===== config.mk =====
export PLATFORM = sky130hd
export DESIGN_NAME = relay_dispense_ctrl
export DESIGN_NICKNAME = d
export VERILOG_FILES = /design/src/rtl/relay_dispense_ctrl.sv
export SDC_FILE = /design/constraint.sdc
export NUM_CORES = 1
export LEC_CHECK = 0
export ABC_CLOCK_PERIOD_IN_PS = 5100
export BUFFER_PORTS_ARGS = -buffer_cell sky130_fd_sc_hd__buf_2
export CAP_MARGIN = 20
export CORE_ASPECT_RATIO = 0.9
export CORE_UTILIZATION = 40
export CTS_BUF_LIST = sky130_fd_sc_hd__clkbuf_8 sky130_fd_sc_hd__clkbuf_16
export DETAILED_ROUTE_END_ITERATION = 12
export HOLD_SLACK_MARGIN = 0.15
export PLACE_DENSITY = 0.57
export SYNTH_ARGS = -nofsm -noshare
export SYNTH_HDL_FRONTEND = slang
export SYNTH_SLANG_ARGS = --single-unit

===== constraint.sdc =====
create_clock -name clk -period 5.1 [get_ports clk]
set_input_delay 1.02 -clock clk [delete_from_list [all_inputs] [get_ports clk]]
set_output_delay 1.02 -clock clk [all_outputs]
set_load 0.01 [all_outputs]

===== src/rtl/relay_dispense_ctrl.sv =====
// rtl/relay_dispense_ctrl.sv - preset-driven pump relay controller with time/flow termination
module relay_dispense_ctrl #(
    parameter int                          CLK_HZ          = 1_000_000,
    parameter int                          NUM_PRESETS     = 3,
    parameter logic [32*NUM_PRESETS-1:0]   PRESET_MS       = {32'd15000, 32'd7000, 32'd3000},
    parameter logic [32*NUM_PRESETS-1:0]   PRESET_PULSES   = {32'd1500, 32'd700, 32'd300},
    parameter int                          FLOW_TIMEOUT_MS = 2000
) (
    input  logic                   clk,
    input  logic                   rst,
    input  logic [NUM_PRESETS-1:0] btn,
    input  logic                   btn_stop,
    input  logic                   flow_pulse,
    input  logic                   mode,
    output logic                   relay_out,
    output logic                   busy,
    output logic [2:0]             sel,
    output logic                   done,
    output logic                   aborted,
    output logic                   fault
);

    localparam int              DIV       = CLK_HZ / 1000;
    localparam int              PW        = (DIV > 1) ? $clog2(DIV) : 1;
    localparam logic [PW-1:0]   PRESC_MAX = PW'(DIV - 1);
    localparam logic [31:0]     TIMEOUT   = 32'(FLOW_TIMEOUT_MS);
    localparam int              NI        = NUM_PRESETS + 2;

    typedef enum logic [1:0] {IDLE, RUN, FAULT} state_t;

    state_t            state, state_n;
    logic [NI-1:0]     raw_in, s1, s2, prev, rise;
    logic [NUM_PRESETS-1:0] btn_rise;
    logic              stop_rise, flow_rise;

    logic              mode_lat, mode_lat_n;
    logic [31:0]       target, target_n;
    logic [PW-1:0]     presc, presc_n;
    logic [31:0]       ms_cnt, ms_n;
    logic [31:0]       pulse_cnt, pulse_n;
    logic [2:0]        sel_n;
    logic              relay_n, busy_n, done_n, aborted_n, fault_n;

    logic              hit, tick, complete, timeout;
    logic [2:0]        idx;
    logic [31:0]       new_target;

    assign raw_in    = {flow_pulse, btn_stop, btn};
    assign rise      = s2 & ~prev;
    assign btn_rise  = rise[NUM_PRESETS-1:0];
    assign stop_rise = rise[NUM_PRESETS];
    assign flow_rise = rise[NUM_PRESETS+1];

    always_ff @(posedge clk or posedge rst) begin
        if (rst) begin
            s1   <= '0;
            s2   <= '0;
            prev <= '0;
        end else begin
            s1   <= raw_in;
            s2   <= s1;
            prev <= s2;
        end
    end

    always_ff @(posedge clk or posedge rst) begin
        if (rst) begin
            state     <= IDLE;
            sel       <= '0;
            mode_lat  <= 1'b0;
            target    <= '0;
            presc     <= '0;
            ms_cnt    <= '0;
            pulse_cnt <= '0;
            relay_out <= 1'b0;
            busy      <= 1'b0;
            done      <= 1'b0;
            aborted   <= 1'b0;
            fault     <= 1'b0;
        end else begin
            state     <= state_n;
            sel       <= sel_n;
            mode_lat  <= mode_lat_n;
            target    <= target_n;
            presc     <= presc_n;
            ms_cnt    <= ms_n;
            pulse_cnt <= pulse_n;
            relay_out <= relay_n;
            busy      <= busy_n;
            done      <= done_n;
            aborted   <= aborted_n;
            fault     <= fault_n;
        end
    end

    always_comb begin
        state_n    = state;
        sel_n      = sel;
        mode_lat_n = mode_lat;
        target_n   = target;
        presc_n    = presc;
        ms_n       = ms_cnt;
        pulse_n    = pulse_cnt;
        relay_n    = relay_out;
        busy_n     = busy;
        done_n     = 1'b0;
        aborted_n  = 1'b0;
        fault_n    = fault;

        // Descending scan so the lowest simultaneous index is the one kept.
        hit        = 1'b0;
        idx        = '0;
        new_target = '0;
        for (int i = NUM_PRESETS - 1; i >= 0; i--) begin
            if (btn_rise[i]) begin
                hit        = 1'b1;
                idx        = 3'(i);
                new_target = mode ? PRESET_PULSES[32*i +: 32] : PRESET_MS[32*i +: 32];
            end
        end

        tick     = (presc == PRESC_MAX);
        complete = mode_lat ? (pulse_cnt == target)
                            : (tick && (ms_cnt == target - 32'd1));
        timeout  = mode_lat && !flow_rise && tick && (ms_cnt == TIMEOUT - 32'd1);

        case (state)
            IDLE: begin
                if (hit) begin
                    sel_n = idx;
                    if (new_target == 32'd0) begin
                        done_n = 1'b1;
                    end else begin
                        state_n    = RUN;
                        mode_lat_n = mode;
                        target_n   = new_target;
                        presc_n    = '0;
                        ms_n       = '0;
                        pulse_n    = '0;
                        relay_n    = 1'b1;
                        busy_n     = 1'b1;
                    end
                end
            end
            RUN: begin
                // In flow mode the ms counter measures time since the last pulse.
                if (mode_lat && flow_rise) begin
                    pulse_n = pulse_cnt + 32'd1;
                    presc_n = '0;
                    ms_n    = '0;
                end else if (tick) begin
                    presc_n = '0;
                    ms_n    = ms_cnt + 32'd1;
                end else begin
                    presc_n = presc + PW'(1);
                end

                if (complete) begin
                    state_n = IDLE;
                    relay_n = 1'b0;
                    busy_n  = 1'b0;
                    done_n  = 1'b1;
                end else if (timeout) begin
                    state_n = FAULT;
                    relay_n = 1'b0;
                    busy_n  = 1'b0;
                    fault_n = 1'b1;
                end else if (stop_rise) begin
                    state_n   = IDLE;
                    relay_n   = 1'b0;
                    busy_n    = 1'b0;
                    aborted_n = 1'b1;
                end
            end
            FAULT: begin
                relay_n = 1'b0;
                busy_n  = 1'b0;
                if (stop_rise) begin
                    fault_n = 1'b0;
                    state_n = IDLE;
                end
            end
            default: begin
                state_n = IDLE;
                relay_n = 1'b0;
                busy_n  = 1'b0;
            end
        endcase
    end

endmodule


### Word level (Yosys, flattened, before mapping)

Index checks and enable logic that the tools add are counted.

| word-level totals | value |
|---|---|
| logic and storage cells | 101 |
| bits of input ports | 8 |
| output and inout bits | 8 |
| bits in registers | 131 |

| operators by class | value |
|---|---|
| reductions and logical operators | 18 |
| bitwise logic cells | 3 |
| $add $sub $neg | 4 |
| mux-type cells | 48 |
| equality and inequality tests | 14 |

Operators by type and width:

| cell | count |
|---|---|
| two-way mux 32 bit | 7 |
| case mux 32 bit (2 select lines) | 2 |
| adder 32 x 1 -> 32 bit (second input constant) | 2 |
| == test 32 bit | 2 |
| two-way mux 10 bit | 4 |
| == test 32 x 11 -> 1 bit (second input constant) | 1 |
| logical NOT 32 bit | 1 |
| subtractor 32 x 1 -> 32 bit (second input constant) | 1 |
| two-way mux 14 bit | 2 |
| case mux 10 bit (2 select lines) | 1 |
| two-way mux 1 bit | 18 |
| two-way mux 13 bit | 1 |
| two-way mux 12 bit | 1 |
| two-way mux 2 bit | 6 |
| inequality test 2 bit (second input constant) | 6 |
| AND reduction 4 bit | 3 |
| adder 10 x 1 -> 10 bit (second input constant) | 1 |
| == test 10 bit (second input constant) | 1 |
| AND reduction 3 bit | 3 |
| two-way mux 3 bit | 2 |
| case mux 1 bit (2 select lines) | 3 |
| case mux 2 bit (3 select lines) | 1 |
| bitwise AND 5 bit | 1 |
| logical AND 1 bit | 5 |
| 10 further kinds | 12 |

### Longest topological paths before layout

| logic depth | value |
|---|---|
| depth after elaboration | 9 |
| gate-level depth with buffers | 12 |
| mapped depth without buffers | 11 |

### Worst setup path after synthesis

No wires, ideal clock.

| timing path | value |
|---|---|
| kind | flip-flop to flip-flop |
| start point | reg target[2] |
| end point | reg busy |
| data arrival time | 2.779 ns |
| buffers on the path | 0 |
| cell stages (with the launch flop) | 10 |
| clock period less this slack | 2.900 ns |
| path slack | 2.200 ns |
| library setup time | 0.122 ns |
| cells stage by stage | dfrtp_1 > inv_1 > ha_1 > or4b_4 > or4_4 > mux2_2 > mux2i_1 > o22a_1 > or4_4 > a32o_1 |

| on the way | value |
|---|---|
| longest elaborated chain between the ends | 6 |
| elaborated cells between the ends (all ways) | 9 |
| classes of those cells | add/sub (1); eq/ne (3); mux (3); reduce/logical (2) |

RTL lines:

| element | RTL line | source |
|---|---|---|
| from (decl) | 37 | `logic [31:0] target, target_n;` |
| from (signal assigned) | 84 | `target <= target_n;` |
| subtractor 32 x 1 -> 32 bit | 124 | `: (tick && (ms_cnt == target - 32'd1));` |
| == test 32 bit | 124 |  |
| logical AND 1 bit | 124 |  |
| two-way mux 1 bit * | 123 | `complete = mode_lat ? (pulse_cnt == target)` |
| inequality test 4 bit (no source line) or two-way mux 1 bit (tied branches) | n/a |  |
| AND reduction 3 bit (no source line) or case mux 1 bit (2 select lines) (tied branches) | n/a |  |
| to (signal assigned) | 89 | `busy <= busy_n;` |
| to (decl) | 16 | `output logic busy,` |

Mark *: on every way between the ends. The rest lies on a longest branch, timed or not.
A chain may end at the register's enable or synchronous reset.

### Final worst setup path

Same ends and word-level chain as after synthesis.

==> results.rst <==
.. list-table::
   :header-rows: 1

   * - Metric
     - Value
   * - Maximum clock frequency
     - 321 MHz
   * - Final Hold Slack
     - 0.352 ns
   * - Violation count after the first detailed-route iteration
     - 297
   * - Launch instance of the worst min-delay path
     - s1[1]
   * - Slack of the critical path
     - 1.98 ns
   * - Avg Synthesized Cell Area
     - 9.36 µm²
   * - Max Slew Vio Count
     - 0
   * - Final worst clock skew
     - 0.00788 ns
   * - Count of fill cells added during filler insertion
     - 1387
   * - Number of top-level pins
     - 16
   * - Most used flip-flop cell after synthesis
     - sky130_fd_sc_hd__dfrtp_1
   * - Clock latency reported for the late side of the worst-skew pair
     - 0.36 ns
   * - Capture point of the worst reg-to-reg path
     - busy
   * - Core area
     - 0.0141 mm²
   * - Number of cells traversed by the worst register-to-register path
     - 9
   * - Area enclosed by the die boundary
     - 0.0150 mm²
   * - Placed Cells incl. Taps
     - 805
   * - Setup_tns
     - 0 ns
   * - Layout cell share with drive strength beyond 1
     - 0.0843
   * - Detail-routed net length per standard cell
     - 15.9 µm
   * - Hold buffers post-CTS
     - 0
   * - Portion of the clock cycle consumed by the worst path in the final layout
     - 0.611
   * - Cells after synthesis
     - 620
   * - Critical register-to-register path startpoint
     - target[2]
   * - Length of the first detailed-routing pass in iterations
     - 4
   * - Net count after synthesis
     - 634
   * - Number of setup violations in the final report
     - 0
   * - Final hold violation count
     - 0
   * - Min-Delay Path Class
     - register to register
   * - Setup repair after global routing missed its margin
     - no
   * - Pwr Density
     - 372 mW/mm²
   * - Number of standard-cell rows in the floorplan
     - 41
   * - Max Buffers Root-to-Sink
     - 2
   * - Pwr Total
     - 2.37 mW
   * - Data required time at the worst endpoint
     - 5.35 ns
   * - CTS tree
     - yes
   * - Via-per-instance ratio
     - 5.33
   * - Count of instances resized after the clock tree is built
     - 0
   * - Count of warnings emitted by yosys
     - 0
   * - Post-CTS Setup Bufs
     - 0
   * - Data arrival time of the worst path
     - 3.37 ns
   * - Initial core utilization
     - 0.411
   * - Share of synthesized area occupied by flip-flops and latches
     - 0.475
   * - Post-Layout Cell Count
     - 822
   * - Utilization after layout
     - 0.451
   * - Number of distinct library cells after synthesis
     - 61
   * - Share of synthesized flip-flops with an asynchronous set or reset
     - 1.00
   * - Leading cell type in the layout, fill and taps excluded
     - sky130_fd_sc_hd__dfrtp_1
   * - H-tree levels
     - 3
   * - Pre-CTS setup slack
     - 2.04 ns
   * - Number of antenna violations at the first check in global routing
     - 0
   * - Worst-Margin Slew
     - 0.713 ns
   * - Count of inserted antenna diode cells
     - 0
   * - Crit start category
     - register
   * - Area added between synthesis and finish
     - 9.62%
   * - Number of buffers added by the clock tree synthesis step
     - 9
   * - Leak pwr
     - 2.77 nW
   * - Clock-pin slew of the registers on the worst-case setup and hold paths
     - 0.07 ns
   * - Highest-count cells in the layout ignoring fill and taps
     - sky130_fd_sc_hd__dfrtp_1, sky130_fd_sc_hd__nor2_1, sky130_fd_sc_hd__nand2_1
   * - Routability congestion estimate from global placement
     - 0.832
   * - Crit end category
     - register
   * - Number of vias in the routed layout
     - 4379
   * - Antenna viol nets, final
     - 0
   * - Maximum net fanout on the critical path
     - 6
   * - Number of enable-type register cells in the synthesized netlist
     - 0
   * - Clock net sink count
     - 110
   * - Final routed DRC violation total
     - 0
   * - GR Overflow Total
     - 0
   * - Number of global-route vias before repair
     - 4258
   * - Clock Tree Root
     - sky130_fd_sc_hd__clkbuf_16
   * - Placement-stage cell area
     - 0.00601 mm²
   * - Minimum period implied by the final worst setup slack
     - 3.12 ns
   * - Post-route cell area
     - 0.00636 mm²
   * - Final net count
     - 638
   * - Min-Delay Endpoint
     - s2[1]
   * - Post-Route WL
     - 13100 µm
   * - Floorplan die width
     - 129 µm
   * - Max-Slew Margin vs Limit
     - 0.525
   * - First-pass GRT wire length
     - 22000 µm
   * - Die outline height
     - 116 µm
   * - Reg-to-reg slack, setup
     - 1.98 ns
   * - Global router's overall resource usage
     - 0.192
   * - HPWL after DPL
     - 9100 µm
   * - Class of the most critical setup path
     - register to register
   * - Input/output buffers
     - 14
   * - Pin count of the biggest net entering global routing
     - 78
   * - Netlist Area Pre-Place
     - 0.00580 mm²
   * - Number of maximum-capacitance constraint violations
     - 0
   * - Status
     - finished, final reports clean
   * - Worst VDD drop
     - 0.331 mV
   * - Post-synthesis sequential element count
     - 110
   * - Min-Delay Path Depth
     - 0
==> area by class of cell <==
class | count | area, µm² | area share
multi-input combinational | 466 | 2840 | 0.446
inverter | 16 | 62.6 | 0.00984
tap | 193 | 241 | 0.0380
clock buffer | 9 | 225 | 0.0354
timing repair buffer | 21 | 143 | 0.0224
sequential | 110 | 2750 | 0.433
clock inverter | 7 | 96.3 | 0.0152
==> cell usage after synthesis (4+ instances only) <==
library cell	n	area, µm²
sky130_fd_sc_hd__nand2_1	69	259
sky130_fd_sc_hd__dfrtp_1	110	2750
sky130_fd_sc_hd__nand3_1	34	170
sky130_fd_sc_hd__a21oi_1	13	65.1
sky130_fd_sc_hd__nor3_1	11	55.1
sky130_fd_sc_hd__inv_1	16	60.1
sky130_fd_sc_hd__nor4_1	19	119
sky130_fd_sc_hd__nand2b_1	8	50.1
sky130_fd_sc_hd__o21ai_0	35	175
sky130_fd_sc_hd__mux2i_1	4	40.0
sky130_fd_sc_hd__and4_1	5	43.8
sky130_fd_sc_hd__and2_1	5	31.3
sky130_fd_sc_hd__xnor2_1	23	201
sky130_fd_sc_hd__o31ai_1	4	30.0
sky130_fd_sc_hd__or3_1	4	25.0
sky130_fd_sc_hd__nor2_1	84	315
sky130_fd_sc_hd__clkbuf_1	21	78.8
sky130_fd_sc_hd__ha_1	6	75.1
sky130_fd_sc_hd__and3_1	10	62.6
sky130_fd_sc_hd__a31oi_1	4	25.0
sky130_fd_sc_hd__nand4_1	21	131
sky130_fd_sc_hd__xor2_1	57	499
sky130_fd_sc_hd__nor2b_1	6	37.5
==> state kept, by name (all words and copies together) (netlist names), 2 cells and up <==
signal and count:
pulse_cnt 32, prev 5, sel 2, presc 10
ms_cnt 32, target 12, state 2, s1 5
s2 5
==> critical path, stage by stage (launching register included) <==
cell and delay [ns]:
sky130_fd_sc_hd__dfrtp_1 0.44, sky130_fd_sc_hd__inv_1 0.11, sky130_fd_sc_hd__ha_1 0.24, sky130_fd_sc_hd__or4b_4 0.52, sky130_fd_sc_hd__or4_4 0.46, sky130_fd_sc_hd__mux2_2 0.24, sky130_fd_sc_hd__mux2i_1 0.06, sky130_fd_sc_hd__o22a_1 0.19
sky130_fd_sc_hd__or4_4 0.51, sky130_fd_sc_hd__a32o_1 0.24
==> layer usage <==
layer	up-vias	wire length (µm)	GRT usage
met3	19	396	0.0376
met2	66	5630	0.280
met1	2139	6780	0.282
met5	-	0	0
li1	2155	-	-
met4	0	276	0.0737
==> worst max-delay path by stage <==
stage	startpoint	to	cells after the start	slack (ns)
floorplan	rst	aborted	1	1.18
global placement	target[2]	busy	9	2.10
detailed placement	target[2]	busy	9	2.04
CTS	target[2]	busy	9	1.99
global route	target[7]	busy	10	1.73
finish	target[2]	busy	9	1.98
==> where the power goes <==
group	total, mW	internal (mW)	switching [mW]	leakage (nW)
clock	0.765	0.432	0.332	0.154
sequential	1.10	0.957	0.145	1.46
combinational	0.501	0.192	0.308	1.16
total	2.37	1.58	0.785	2.77
==> cells by family (layout without fill, tap and decap cells) <==
group | Yosys count | after routing | share of synthesized area
and+or+nand+nor | 297 | 297 | 0.258
DFF | 110 | 110 | 0.475
xor gates and xnor gates | 80 | 80 | 0.121
AOI/OAI and AO/OA | 77 | 77 | 0.0856
buffers and inverters | 44 | 53 | 0.0384
adders and majority gates | 6 | 6 | 0.0129
muxes | 5 | 5 | 0.00884
other | 1 | 1 | 0.000646
(Power assumes the default switching activity.)
